### src/rtl/qsic_pkg.sv
// qsic_pkg -- definitions shared by the QSIC device emulations.
//   CSR bit positions and the CSR writable mask, the interrupt FSM state type,
//   a constant-foldable clog2 and the register-index width helper.
package qsic_pkg;

  localparam int          CSR_READY_BIT = 7;
  localparam int          CSR_IE_BIT    = 6;
  localparam logic [15:0] CSR_WMASK     = 16'o000100;

  typedef enum logic {
    IRQ_IDLE,
    IRQ_REQ
  } irq_state_t;

  function automatic int clog2(input int value);
    int result;
    int v;
    result = 0;
    v      = value - 1;
    while (v > 0) begin
      result++;
      v = v >> 1;
    end
    return result;
  endfunction

  // Width of the word index into a bank of nregs 16-bit registers.
  function automatic int idx_width(input int nregs);
    return clog2(nregs);
  endfunction

endpackage

### src/rtl/switch_register_bank_if.sv
// switch_register_bank_if -- QBUS-side signals of an I/O-page register device.
//   RAL[12:0]      latched byte address       RBS7        I/O page select
//   RDL[15:0]      bus data in                TDL[15:0]   data out / vector
//   addr_match     device decoded             assert_vector interrupt ack
//   write_pulse    write strobe               write_byte  byte write (WTBT)
//   irq            interrupt request
// master = bus side, slave = device side.
interface switch_register_bank_if;

  logic [12:0] RAL;
  logic        RBS7;
  logic [15:0] RDL;
  logic [15:0] TDL;
  logic        addr_match;
  logic        assert_vector;
  logic        write_pulse;
  logic        write_byte;
  logic        irq;

  modport master (
    output RAL, RBS7, RDL, assert_vector, write_pulse, write_byte,
    input  TDL, addr_match, irq
  );

  modport slave (
    input  RAL, RBS7, RDL, assert_vector, write_pulse, write_byte,
    output TDL, addr_match, irq
  );

endinterface

### src/rtl/qbus_byte_reg.sv
// qbus_byte_reg -- 16-bit register with independent low/high byte enables.
//   qclk, reset_n  clock, asynchronous active-low reset (loads RESET_VAL)
//   we_lo, we_hi   load d[7:0] / d[15:8] on the rising qclk edge
//   d, q           data in / register contents
module qbus_byte_reg #(
  parameter logic [15:0] RESET_VAL = 16'o000777
) (
  input  logic        qclk,
  input  logic        reset_n,
  input  logic        we_lo,
  input  logic        we_hi,
  input  logic [15:0] d,
  output logic [15:0] q
);

  // NOTE: clocked state uses non-blocking (<=) so every flop samples the
  // pre-edge values; the reset branch gives each flop a defined power-up value.
  always_ff @(posedge qclk or negedge reset_n) begin
    if (!reset_n) begin
      q <= RESET_VAL;
    end else begin
      if (we_lo) q[7:0]  <= d[7:0];
      if (we_hi) q[15:8] <= d[15:8];
    end
  end

endmodule

### src/rtl/switch_register_bank.sv
// switch_register_bank -- NREGS word registers on the QBUS I/O page, reg 0 is
// a CSR (bit 7 READY read-only, bit 6 IE), regs 1..NREGS-1 are data registers
// (byte writable) whose writes set READY. READY && IE raises irq; the vector
// is supplied on TDL during assert_vector.
//   qclk, reset_n  clock, asynchronous active-low reset
//   bus            QBUS signals (slave modport)
//   addr[17:0]     base byte address, aligned to 2*NREGS
//   regs_out       all register contents, reg i at [16i+15:16i]
module switch_register_bank
  import qsic_pkg::*;
#(
  parameter int          NREGS     = 4,
  parameter logic [15:0] RESET_VAL = 16'o000777,
  parameter logic [8:0]  VECTOR    = 9'o300
) (
  input  logic                   qclk,
  input  logic                   reset_n,
  switch_register_bank_if.slave  bus,
  input  logic [17:0]            addr,
  output logic [16*NREGS-1:0]    regs_out
);

  localparam int AW = clog2(2 * NREGS);  // byte-offset bits within the bank
  localparam int IW = idx_width(NREGS);

  logic [IW-1:0] idx;
  logic [15:0]   regs [NREGS];
  logic          wp_prev;
  logic          rst_done;
  logic          write_fire;
  logic          lo_hit;
  logic          hi_hit;
  logic          data_fire;
  logic          csr_clr;
  logic          ready;
  logic          ie;
  logic          arm;
  irq_state_t    state_q;
  irq_state_t    state_d;

  assign idx            = bus.RAL[AW-1:1];
  assign bus.addr_match = bus.RBS7 && (bus.RAL[12:AW] == addr[12:AW]);

  // Base-address bits below the bank size and above the 8 KB I/O page carry
  // no decode information.
  logic unused_addr;
  assign unused_addr = &{1'b0, addr[17:13], addr[AW-1:0]};

  // Edge detector for the write strobe. rst_done keeps the first cycle after
  // reset release as a sampling-only cycle, so a strobe that straddles reset
  // is never taken as a fresh write.
  always_ff @(posedge qclk or negedge reset_n) begin
    if (!reset_n) begin
      wp_prev  <= 1'b0;
      rst_done <= 1'b0;
    end else begin
      wp_prev  <= bus.write_pulse;
      rst_done <= 1'b1;
    end
  end

  assign write_fire = bus.write_pulse && !wp_prev && rst_done && bus.addr_match;
  assign lo_hit     = !bus.write_byte || !bus.RAL[0];
  assign hi_hit     = !bus.write_byte ||  bus.RAL[0];
  assign data_fire  = write_fire && (idx != '0);
  assign csr_clr    = write_fire && (idx == '0) && lo_hit;

  // CSR: READY, IE and the interrupt arm bit (set on READY 0->1, cleared by
  // acknowledge). Set is applied last so it wins over a same-cycle clear.
  always_ff @(posedge qclk or negedge reset_n) begin
    if (!reset_n) begin
      ready <= 1'b0;
      ie    <= 1'b0;
      arm   <= 1'b0;
    end else begin
      if (state_q == IRQ_REQ && bus.assert_vector) arm <= 1'b0;
      if (csr_clr) begin
        ready <= 1'b0;
        ie    <= |(bus.RDL & CSR_WMASK);
      end
      if (data_fire) begin
        ready <= 1'b1;
        if (!ready) arm <= 1'b1;
      end
    end
  end

  always_comb begin
    regs[0]                = '0;
    regs[0][CSR_READY_BIT] = ready;
    regs[0][CSR_IE_BIT]    = ie;
  end

  for (genvar g = 1; g < NREGS; g++) begin : g_data
    qbus_byte_reg #(
      .RESET_VAL (RESET_VAL)
    ) u_reg (
      .qclk    (qclk),
      .reset_n (reset_n),
      .we_lo   (data_fire && (idx == IW'(g)) && lo_hit),
      .we_hi   (data_fire && (idx == IW'(g)) && hi_hit),
      .d       (bus.RDL),
      .q       (regs[g])
    );
  end

  for (genvar g = 0; g < NREGS; g++) begin : g_out
    assign regs_out[16*g +: 16] = regs[g];
  end

  // Interrupt FSM: state register / next state / output.
  always_ff @(posedge qclk or negedge reset_n) begin
    if (!reset_n) state_q <= IRQ_IDLE;
    else          state_q <= state_d;
  end

  // NOTE: every combinational output gets a default first, so no path leaves
  // it unassigned and no latch is inferred.
  always_comb begin
    state_d = state_q;
    case (state_q)
      IRQ_IDLE: if (ready && ie && arm)                  state_d = IRQ_REQ;
      IRQ_REQ:  if (bus.assert_vector || !ie || !ready)  state_d = IRQ_IDLE;
      default:                                           state_d = IRQ_IDLE;
    endcase
  end

  always_comb begin
    bus.irq = (state_q == IRQ_REQ);
  end

  assign bus.TDL = bus.assert_vector ? {7'b0, VECTOR[8:2], 2'b00} : regs[idx];

endmodule

### src/flat_wrapper.sv
// flat-port wrapper written by rule: the top's interface ports become plain ports
module switch_register_bank_flat import qsic_pkg::*;
#(
  parameter int          NREGS     = 4,
  parameter logic [15:0] RESET_VAL = 16'o000777,
  parameter logic [8:0]  VECTOR    = 9'o300
)
  (qclk, reset_n, addr, regs_out, bus_RAL, bus_RBS7, bus_RDL, bus_assert_vector, bus_write_pulse, bus_write_byte, bus_TDL, bus_addr_match, bus_irq);
  switch_register_bank_if bus_i ();
  input  logic qclk;
  input  logic reset_n;
  input  logic [17:0] addr;
  output logic [16*NREGS-1:0] regs_out;
  input wire logic [$bits(bus_i.RAL)-1:0] bus_RAL;
  input wire logic [$bits(bus_i.RBS7)-1:0] bus_RBS7;
  input wire logic [$bits(bus_i.RDL)-1:0] bus_RDL;
  input wire logic [$bits(bus_i.assert_vector)-1:0] bus_assert_vector;
  input wire logic [$bits(bus_i.write_pulse)-1:0] bus_write_pulse;
  input wire logic [$bits(bus_i.write_byte)-1:0] bus_write_byte;
  output wire logic [$bits(bus_i.TDL)-1:0] bus_TDL;
  output wire logic [$bits(bus_i.addr_match)-1:0] bus_addr_match;
  output wire logic [$bits(bus_i.irq)-1:0] bus_irq;
  assign bus_i.RAL = bus_RAL;
  assign bus_i.RBS7 = bus_RBS7;
  assign bus_i.RDL = bus_RDL;
  assign bus_i.assert_vector = bus_assert_vector;
  assign bus_i.write_pulse = bus_write_pulse;
  assign bus_i.write_byte = bus_write_byte;
  assign bus_TDL = bus_i.TDL;
  assign bus_addr_match = bus_i.addr_match;
  assign bus_irq = bus_i.irq;
  switch_register_bank #(.NREGS(NREGS), .RESET_VAL(RESET_VAL), .VECTOR(VECTOR)) u_core (.qclk(qclk), .reset_n(reset_n), .bus(bus_i), .addr(addr), .regs_out(regs_out));
endmodule
### config.mk
export PLATFORM = sky130hd
export DESIGN_NAME = switch_register_bank_flat
export DESIGN_NICKNAME = d
export VERILOG_FILES = /design/src/rtl/qsic_pkg.sv /design/src/rtl/switch_register_bank_if.sv /design/src/rtl/qbus_byte_reg.sv /design/src/rtl/switch_register_bank.sv /design/src/flat_wrapper.sv
export SDC_FILE = /design/constraint.sdc
export NUM_CORES = 1
export LEC_CHECK = 0
export ABC_AREA = 1
export CORE_MARGIN = 2
export CORE_UTILIZATION = 35
export DETAILED_ROUTE_END_ITERATION = 8
export PLACE_DENSITY_LB_ADDON = 0.3
export SYNTH_ARGS = -nofsm -noshare
export SYNTH_HDL_FRONTEND = slang
export SYNTH_SLANG_ARGS = --single-unit
### constraint.sdc
create_clock -name qclk -period 4.68 [get_ports qclk]
set_input_delay 1.17 -clock qclk [delete_from_list [all_inputs] [get_ports qclk]]
set_output_delay 1.17 -clock qclk [all_outputs]
set_load 0.005 [all_outputs]
Word-level counts from Yosys, hierarchy flattened
Cells that the tools add are included.
{ "op_classes": {"add_sub_neg": 0, "multipliers": 0, "div": 0, "magnitude_cmp": 1, "n_eq_ne": 4, "shifts": 0, "mux": 12, "bitwise_logic": 2, "reduce_logical": 31} }
{ "ops": {"columns": ["cell", "n"], "rows": [
  ["$mux 16", 3],
  ["$bmux 16 s2", 1],
  ["$logic_and 1x1->1", 19],
  ["$eq 10x10->1", 1],
  ["$mux 1", 7],
  ["$logic_not 1->1", 5],
  ["$eq 2x2->1 const B", 2],
  ["$logic_or 1x1->1", 4],
  ["$reduce_bool 2->1", 2],
  ["$ge 3x3->1 const B", 1],
  ["$not 2->3", 1],
  ["$eq 2x1->1 const B", 1],
  ["$logic_not 2->1", 1],
  ["$pmux 1 s2", 1],
  ["$not 1->1", 1]
]} }
{ "totals": {"register_bits": 54, "latchBits": 0, "mem_bits_rw": 0, "rom_bits": 0, "input_bits": 53, "out_inout_bits": 82, "word_cells": 62, "memories": 0} }

Longest topological paths before layout
{ "depth": {"word_depth": 8, "depth_mapped": 11, "depth_no_buf": 10} }

Hierarchy
A second synthesis with hierarchy kept.
{ "hier_totals": {"cells_unflattened": 446, "area_unflattened_um2": 3100.5} }
{ "by_module_without_submodules": {"columns": ["module", "n_inst", "cells_per_inst", "area_each_um2", "seq_area_each_um2"], "rows": [
  ["qbus_byte_reg", 3, 68, 621.8, 411.6],
  ["switch_register_bank", 1, 242, 1234.9, 150.1]
]} }

Worst setup path before layout
Ideal clock, no wire load.
{ "synth_timing": {"path_kind": "input to output", "start": "in bus_RAL[2]", "end": "out bus_TDL[10]", "t_arrival_ps": 1993, "t_required_ps": 3510, "setup_slack_ps": 1517, "stages": 7, "path_buffers": 1, "cell_sequence": "inv_1 > nor2_1 > inv_1 > clkbuf_1 > o22ai_1 > o21ai_0 > inv_1"} }
{ "synth_between": {"elab_chain_cells": 5} }
{ "synth_lines": {"columns": ["element", "line_no", "source"], "rows": [
  ["start: declaration", "flat_wrapper.sv:14", "input wire logic [$bits(bus_i.RAL)-1:0] bus_RAL;"],
  ["$not 2->3 (not written as such)", "switch_register_bank.sv:132", "assign bus.TDL = bus.assert_vector ? {7'b0, VECTOR[8:2], 2'b00} : regs[idx];"],
  ["$bmux 16 s2", "switch_register_bank.sv:132", null],
  ["$mux 16 (not written as such) (2 in a row)", "switch_register_bank.sv:132", null],
  ["$mux 16", "switch_register_bank.sv:132", null],
  ["end: declaration", "flat_wrapper.sv:20", "output wire logic [$bits(bus_i.TDL)-1:0] bus_TDL;"]
]} }
Every way passes these cells. The select of a mux whose other input is x is not followed.

Worst setup path after layout
{ "layout_timing": {"start": "in bus_RAL[2]", "end": "out bus_TDL[9]"} }
The elaborated chain is that of the path after synthesis.

==> flow_metrics.env <==
export IMPL_setup_tns_ns=0
export IMPL_grt_max_degree=32
export IMPL_layout_nets=591
export IMPL_finalClockSkew_ns=0.01328
export IMPL_row_count=35
export IMPL_clock_sinks=54
export IMPL_slew_headroom_pct=43.61
export IMPL_cts_buffers_inserted=5
export IMPL_min_path_type="reg2reg"
export IMPL_cp_end_kind="output port"
export IMPL_worstSkewPairLatency_ns=0.32
export IMPL_startpoint_type="input port"
export IMPL_cts_path_max_buffers=2
export IMPL_area_growth_pct=39.66
export IMPL_grt_overflow_total=0
export IMPL_drc=0
export IMPL_dr_total_vias=3172
export IMPL_max_freq_mhz=231.7
export IMPL_synth_top_area_cell="dfstp_2"
export IMPL_synth_area_um2=3266
export IMPL_vias_per_cell=4.880
export IMPL_wire_per_inst_um=14.99
export IMPL_core_area_um2=9153
export IMPL_port_buffer_count=112
export IMPL_htreeDepth=2
export IMPL_synth_top_area_share_pct=21.72
export IMPL_post_cts_resized=0
export IMPL_fillers=877
export IMPL_dp_hpwl_mm=6.757
export IMPL_max_cap_viol_count=0
export IMPL_syn_inst=431
export IMPL_fin_crit_sh_pct=92.21
export IMPL_required_ns=3.51
export IMPL_period_needed_ns=4.316
export IMPL_place_congestion=0.8097
export IMPL_synth_warnings=0
export IMPL_ys_seq_elements=54
export IMPL_drt_first_iter_violations=168
export IMPL_drive_gt1_share_pct=9.462
export IMPL_status="finished clean"
export IMPL_hold_buffers=0
export IMPL_first_pass_iters=5
export IMPL_ys_types=27
export IMPL_grtUsageTotal_pct=19.96
export IMPL_p_leak_nw=2.272
export IMPL_critical_path_class="in2out"
export IMPL_hold_violations=0
export IMPL_antenna_cells=0
export IMPL_arrival_ns=3.15
export IMPL_die_w_um=100.6
export IMPL_place_ws_ns=0.3795
export IMPL_grt_pass1_vias=3156
export IMPL_routed_wl_mm=9.741
export IMPL_tightest_slew_ns=0.8449
export IMPL_synth_area_leaders="dfstp_2 (22%), dfrtp_1 (21%), o21bai_1 (11%)"
export IMPL_powerDensity_nw_per_um2=209.2
export IMPL_clk_pin_slew_worst_paths_ns=0.10
export IMPL_setup_viol=0
export IMPL_syn_area_per_cell_um2=7.577
export IMPL_final_common_cell="clkdlybuf4s50_1"
export IMPL_slew_violations=0
export IMPL_rsz0062_at_grt="no"
export IMPL_peakVddDrop_mv=0.1333
export IMPL_ios=135
export IMPL_cts_root_buffer="clkbuf_8"
export IMPL_die_area_um2=10120
export IMPL_die_height_um=100.6
export IMPL_finalWorstSetupSlack_ns=0.3645
export IMPL_start_util_pct=35.68
export IMPL_yosysSeqAreaShare_pct=42.41
export IMPL_post_cts_setup_buffers=0
export IMPL_final_cell_mix="clkdlybuf4s50_1 (111), inv_1 (89), nand2_1 (83)"
export IMPL_grt_pass1_wl_mm=15.86
export IMPL_critPathMaxFanout=15
export IMPL_ant_nets=0
export IMPL_cts_tree="built"
export IMPL_antenna_found_initial=0
export IMPL_reg2reg_slack_ns=2.81
## critical path, cell delays in order
cell and delay, ns:
clkdlybuf4s50_1 0.53, inv_1 0.06, nor2_1 0.23, inv_1 0.08
buf_4 0.22, o221ai_1 0.19, nand2_1 0.09, inv_1 0.07
clkdlybuf4s50_1 0.50
## metrics by stage
stage	instances	hold WS (ns)	area [um2]	total power, mW	util, %
final	650	0.4950	4561	0.9543	49.83
after global routing	650	0.5446	4561	0.9970	49.83
after CTS	650	0.5029	4561	0.9609	49.83
after detailed placement	642	0.4800	4443	0.6278	48.54
after global placement	642	0.4708	4443	0.6264	48.54
after floorplan	444	0.4540	3314	0.5426	-
## routing by layer
metal | up-vias | wire (um) | GRT usage, %
met1 | 1490 | 4348 | 27.12
met3 | 14 | 531 | 2.913
met4 | 0 | 174 | 6.322
li1 | 1546 | - | -
met5 | - | 0 | 0
met2 | 122 | 4687 | 32.82
## logic make-up (layout without fill, tap and decap cells)
family	Yosys count	after routing	synth area share (%)
AOI/OAI and AO/OA	83	83	17.66
xor gates and xnor gates	1	1	0.2682
buffers and inverters	123	218	16.17
DFF	54	54	42.41
other	2	15	0.2300
and+or+nand+nor	168	168	23.26
## flip-flops by register name, summed over array words and instances, names as in the netlist
signal                 flops
u_core.g_data.u_reg.q     48
u_core.arm                 1
u_core.bus.irq             1
u_core.ie                  1
u_core.ready               1
u_core.rst_done            1
u_core.wp_prev             1
## cell usage after synthesis, drive strengths merged
master and instances:
inv 89, nand2 83, nand3 49, o21bai 48
nor2 29, dfrtp 27, dfstp 27, buf 20
o21ai 15, clkbuf 14, o22ai 13, nand4 4
o221ai 3, a221oi 2, conb 2, a21oi 1
and2 1, and3b 1, nor3 1, o2111a 1
xor2 1
## power by group
part / leakage (nW) / internal [mW] / switching, mW
Clock: 0.0563 / 0.163 / 0.171
Combinational: 1.67 / 0.0699 / 0.0792
Sequential: 0.542 / 0.470 / 0.000896
## area by class of cell
type | count | area [um2] | share of cell area, %
multi-input cells | 267 | 1401 | 30.73
repair buffers | 121 | 1184 | 25.95
well taps | 111 | 138.9 | 3.045
clock inverters | 3 | 48.80 | 1.070
clock buffers | 5 | 68.82 | 1.509
flip-flops and latches | 54 | 1385 | 30.37
inverters | 89 | 334.1 | 7.325
## worst paths after layout
check	depth (start not counted)	start	end
worst min-delay path	2	u_core.arm	u_core.arm
min in group asynchronous	1	reset_n	u_core.g_data[3].u_reg.q[15]
worst max register to register	5	u_core.wp_prev	u_core.g_data[1].u_reg.q[8]
worst max-delay path	9	bus_RAL[2]	bus_TDL[9]
max in group asynchronous	2	reset_n	u_core.g_data[3].u_reg.q[2]
worst min register to register	2	u_core.arm	u_core.arm
Note: power is estimated with default switching activity, not from simulation.
